`src/rtl/arb_wrr_sched.sv`:
```
// Weighted round-robin scheduler sharing output port D between passes A/B/C.
// Grants one pass per burst of up to weight beats, honours backpressure, no bubble on handoff.
module arb_wrr_sched #(
    parameter int unsigned NREQ           = 3,
    parameter int unsigned WW             = 4,
    parameter int unsigned DEFAULT_WEIGHT = 4
) (
    input  logic            CLK,
    input  logic            ASynReset_N,
    input  logic [NREQ-1:0] i_Req,
    input  logic            i_DstReady,
    input  logic            i_CfgWe,
    input  logic [1:0]      i_CfgSel,
    input  logic [WW-1:0]   i_CfgWeight,
    output logic [NREQ-1:0] o_Grant,
    output logic [1:0]      o_Owner,
    output logic [WW-1:0]   o_BeatCnt
);

    localparam logic [1:0] OwnerNone = 2'd3;

    typedef enum logic {StIdle, StBurst} state_e;

    state_e          state_q, state_d;
    logic [NREQ-1:0] grant_q, grant_d;
    logic [1:0]      owner_q, owner_d;
    logic [1:0]      ptr_q, ptr_d;
    logic [WW-1:0]   cnt_q, cnt_d;
    logic [WW-1:0]   limit_q, limit_d;
    logic [WW-1:0]   weight_q [NREQ];
    logic [WW-1:0]   weight_d [NREQ];

    logic [NREQ-1:0] elig;
    logic            found;
    logic [1:0]      winner;
    logic [1:0]      cand;
    logic            owner_req;
    logic            beat;
    logic            burst_end;
    logic            load;

    always_comb begin
        for (int i = 0; i < NREQ; i++) begin
            elig[i] = i_Req[i] && (weight_q[i] != '0);
        end
    end

    // Search starts just after the last-served index; the last owner is checked last.
    always_comb begin
        found  = 1'b0;
        winner = '0;
        cand   = '0;
        for (int unsigned k = 1; k <= NREQ; k++) begin
            cand = 2'((32'(ptr_q) + k) % NREQ);
            if (!found && elig[cand]) begin
                found  = 1'b1;
                winner = cand;
            end
        end
    end

    always_comb begin
        owner_req = (state_q == StBurst) && i_Req[owner_q];
        beat      = owner_req && i_DstReady;
        burst_end = (state_q == StBurst) &&
                    (!owner_req || (beat && ((cnt_q + 1'b1) == limit_q)));
        load      = found && ((state_q == StIdle) || burst_end);
    end

    // State register
    always_ff @(posedge CLK or negedge ASynReset_N) begin
        if (!ASynReset_N) begin
            state_q <= StIdle;
            grant_q <= '0;
            owner_q <= OwnerNone;
            ptr_q   <= 2'(NREQ - 1);
            cnt_q   <= '0;
            limit_q <= '0;
            for (int i = 0; i < NREQ; i++) begin
                weight_q[i] <= WW'(DEFAULT_WEIGHT);
            end
        end else begin
            state_q  <= state_d;
            grant_q  <= grant_d;
            owner_q  <= owner_d;
            ptr_q    <= ptr_d;
            cnt_q    <= cnt_d;
            limit_q  <= limit_d;
            weight_q <= weight_d;
        end
    end

    // Next-state logic
    always_comb begin
        state_d = state_q;
        unique case (state_q)
            StIdle:  if (found) state_d = StBurst;
            StBurst: if (burst_end && !found) state_d = StIdle;
            default: state_d = StIdle;
        endcase
    end

    // Registered-output and datapath next values
    always_comb begin
        grant_d  = grant_q;
        owner_d  = owner_q;
        ptr_d    = ptr_q;
        cnt_d    = cnt_q;
        limit_d  = limit_q;
        weight_d = weight_q;

        if (load) begin
            grant_d = {{(NREQ-1){1'b0}}, 1'b1} << winner;
            owner_d = winner;
            ptr_d   = winner;
            cnt_d   = '0;
            limit_d = weight_q[winner];
        end else if (burst_end) begin
            grant_d = '0;
            owner_d = OwnerNone;
            cnt_d   = '0;
        end else if (beat) begin
            cnt_d = cnt_q + 1'b1;
        end

        // The running burst keeps its latched limit; a new weight applies from the next burst.
        if (i_CfgWe && (32'(i_CfgSel) < NREQ)) begin
            weight_d[i_CfgSel] = i_CfgWeight;
        end
    end

    assign o_Grant   = grant_q;
    assign o_Owner   = owner_q;
    assign o_BeatCnt = cnt_q;

endmodule
```
`config.mk`:
```
export PLATFORM = sky130hd
export DESIGN_NAME = arb_wrr_sched
export DESIGN_NICKNAME = d
export VERILOG_FILES = /design/src/rtl/arb_wrr_sched.sv
export SDC_FILE = /design/constraint.sdc
export NUM_CORES = 1
export LEC_CHECK = 0
export ABC_AREA = 0
export BUFFER_PORTS_ARGS = -buffer_cell sky130_fd_sc_hd__clkbuf_2
export CAP_MARGIN = 20
export CORE_ASPECT_RATIO = 0.5
export CORE_MARGIN = 1.5
export CORE_UTILIZATION = 30
export DETAILED_ROUTE_END_ITERATION = 6
export MAX_ROUTING_LAYER = met4
export PLACE_DENSITY = 0.43
export REMOVE_ABC_BUFFERS = 1
export SLEW_MARGIN = 20
export SYNTH_ARGS = -nofsm -noshare
export SYNTH_HDL_FRONTEND = slang
export SYNTH_SLANG_ARGS = --single-unit
```
`constraint.sdc`:
```
create_clock -name CLK -period 2.5 [get_ports CLK]
set_clock_uncertainty 0.1 [all_clocks]
set_input_delay 0.5 -clock CLK [delete_from_list [all_inputs] [get_ports CLK]]
set_output_delay 0.5 -clock CLK [all_outputs]
set_load 0.01 [all_outputs]
```
==> results.tsv <==
stage	metric	value	unit
status	status	complete, no violations	
finish	antenna cells	0	
clocking	TritonCTS clock tree	done	
logic_synthesis	synthesized area	0.00149	sq mm
die	num ports	22	
pwr	internal power	1.24	mW
logic_synthesis	mux cell area share after synthesis	0.111	
pwr	Clock Power Share	0.176	
logic_synthesis	Warnings, synthesis	0	
logic_synthesis	Seq/Total Area, Yosys	0.475	
place	Post-Place Setup Slack	0.205	ns
finish	most frequent cells in the layout	dfrtp_1 (22), clkbuf_2 (21), mux2_2 (12)	
setup_path	crit path kind	reg2reg	
logic_synthesis	Synth Area in XOR/XNOR	0.0529	
timing	Slew @ Worst Pin	0.695	ns
timing	setup violators final	0	
logic_synthesis	Yosys cell types	42	
finish	commonest non-fill, non-tap cell in the layout	dfrtp_1	
pwr	PwrDens	1150	mW/mm^2
grt	initial antenna violation count	0	
drt	DR pass1 iterations	4	
logic_synthesis	fraction of the mapped netlist area in adder cells	0.0252	
finish	Syn-to-layout area delta	17.4	%
logic_synthesis	EDFF count, synth	0	
logic_synthesis	complex-gate fraction of the synthesized area	0.208	
clocking	CTS Sinks	28	
finish	final instance area	0.00175	sq mm
pwr	VDD IR max	0.000386	V
timing	fin. max-slew vios	0	
logic_synthesis	Synth Instances	122	
die	Starting Density	0.325	
place	HPWL reported at the end of detailed placement	2.49	mm
pwr	power share of the combinational group	0.444	
drt	post-route ant nets	0	
timing	final hold slack	0.156	ns
grt	number of global-route vias before repair	1051	
logic_synthesis	synthesized area per cell	12.2	sq um
logic_synthesis	largest family of logic cells by synthesized area	compound AO/OA/AOI/OAI gates	
logic_synthesis	Synth top area share	0.369	
timing	Final Hold Fails	0	
die	FP Rows	17	
die	die span in y	52.9	um
setup_path	CP required	2.57	ns
timing	unrepaired setup endpoints after global routing	false	
finish	NumNets Final	163	
drt	DRC viols	0	
pwr	LEAKAGE	0.757	nW
clocking	Clock Latency Late Sink	0.27	ns
clocking	number of H-tree levels	1	
logic_synthesis	Main synth FF type	dfrtp_1	
drt	via count	1063	
drt	First DRT Iteration DRCs	23	
timing	fmax	424	MHz
timing	worst rel slew slack	0.537	
drt	drt wl/cell	15.4	um
pwr	P_sw	763	uW
grt	largest net degree at the start of global routing	29	
finish	layout cell share with drive strength beyond 1	0.356	
clocking	TritonCTS Buffers	3	
logic_synthesis	Synth area leader	dfrtp_1	
die	die width	103	um
logic_synthesis	#FFs+latches synth	28	
clocking	CTS Hold Bufs	0	
setup_path	critical path arrival	2.42	ns
timing	setup TNS	0	ns
grt	first-pass GRT wire length	5.49	mm
logic_synthesis	asr flop ratio synth	1.00	
timing	final period utilization	0.943	
setup_path	CP Launch Type	flop	
worst_hold_path	worst hold path type	in2async	
timing	Min Clock Period, post-route	2.36	ns
finish	fillers	471	
logic_synthesis	Synth Area in Simple Gates	0.0931	
timing	PnR worst setup slack	0.142	ns
drt	detailed-route vias per instance	5.01	
drt	Detailed Route WL	3.26	mm
clocking	Root Buffer	clkbuf_8	
place	placed cell count	208	
die	Die ar.	0.00543	sq mm
pwr	Sw Share	0.380	
flow_run	Max-Cap Viols	0	
setup_path	Worst Setup End Kind	flop	
grt	Remaining Overflow, GRT	0	
clocking	Worst-path clk slew	0.09	ns
place	DP Area	0.00167	sq mm
clocking	CTS max path bufs	2	
pwr	sequential share of power	0.380	
logic_synthesis	largest cells by area after synthesis	dfrtp_1 (37%), dfstp_2 (11%), mux2_2 (9.1%)	
setup_path	Critical Path Fanout Max	9	
finish	Non-Filler Instances	212	
place	IO Port Bufs	21	
grt	total track usage	0.141	
die	Core Region	0.00459	sq mm
clocking	Post-CTS Setup Bufs	0	
place	routability congestion estimate	0.740	
[stage by stage]
| step | power (mW) | utilization |
|---|---|---|
| after detailed placement | 1.65 | 0.363 |
| after CTS | 2.01 | 0.379 |
| after floorplan | 1.38 | - |
| final | 2.01 | 0.381 |
| after global placement | 1.66 | 0.363 |
| after global routing | 2.16 | 0.381 |
[logic make-up after synthesis]
logic type | Yosys count
AOI/OAI and AO/OA | 33
DFF | 28
muxes | 15
adders and majority gates | 3
buffers and inverters | 10
and+or+nand+nor | 24
xor gates and xnor gates | 9
[sequential cells by signal (all words and copies together), names as in the netlist]
| register | count |
|---|---|
| o_BeatCnt | 4 |
| limit_q | 4 |
| o_Owner | 2 |
| o_Grant | 3 |
| state_q | 1 |
| weight_q | 12 |
| ptr_q | 2 |
[metal layers]
layer,share of wire,up-vias,routed length [um],global-route usage
met5,0,-,0,-
met4,0.0058,0,19,0.0274
met3,0.047,2,152,0.0304
met2,0.40,22,1290,0.200
met1,0.55,515,1800,0.207
li1,-,524,-,-
[power by group through the flow]
stage	Clock, mW	Combinational [mW]	Sequential, mW
3_3_place_gp	0	0.896	0.761
2_1_floorplan	0	0.634	0.743
5_1_grt	0.385	0.996	0.781
4_1_cts	0.368	0.892	0.752
3_5_place_dp	0	0.887	0.760
6_report	0.353	0.891	0.761
[path summary, 6_finish.rpt]
path / start / end / slack (ns) / cells past startpoint
min: ASynReset_N / ptr_q[0] / 0.16 / 1
min reg2reg: ptr_q[1] / ptr_q[1] / 0.41 / 2
max: ptr_q[1] / o_Grant[0] / 0.14 / 7
max in group asynchronous: ASynReset_N / o_BeatCnt[3] / 1.70 / 1
min in group CLK: i_CfgWeight[0] / weight_q[4] / 0.38 / 2
max reg2reg: ptr_q[1] / o_Grant[0] / 0.14 / 7
[synthesized netlist by cell type, types with 2 or more instances]
library cell  instances
and3_1                2
o22ai_1               2
a221oi_1              4
nand2_1               2
buf_6                 2
nand4_1               2
xor2_1                4
and2_1                2
ha_1                  3
nand3b_1              2
o2bb2ai_1             5
nor2_1                4
o211ai_1              6
dfstp_2               6
o22a_1                2
xnor2_1               5
nand3_1               3
dfrtp_1              22
o211a_1               2
mux2_2               12
inv_1                 7
mux2i_1               3
[cell type report]
cell class	instances	area [sq um]	share of cell area
Timing Repair Buffer	23	120	0.0686
Clock inverter	1	30.0	0.0172
Tap cell	66	82.6	0.0472
Clock buffer	3	41.3	0.0236
Inverter	7	26.3	0.0150
Sequential cell	28	708	0.405
Multi-Input combinational cell	84	742	0.424
[worst max-delay path, stage by stage, from the launching register on]
cell and delay (ns):
dfstp_2 0.54, inv_1 0.05, ha_1 0.27, or3_1 0.40, o211a_1 0.15, o211ai_1 0.30
inv_1 0.12, o32ai_1 0.32
[timing repair]
item / 4_1_cts / 5_1_grt
hold endpoints to repair: 0 / 0
resized for setup: 0 / 1
setup endpoints to repair: 0 / 1
No activity file was read; power rests on OpenSTA's default activity.
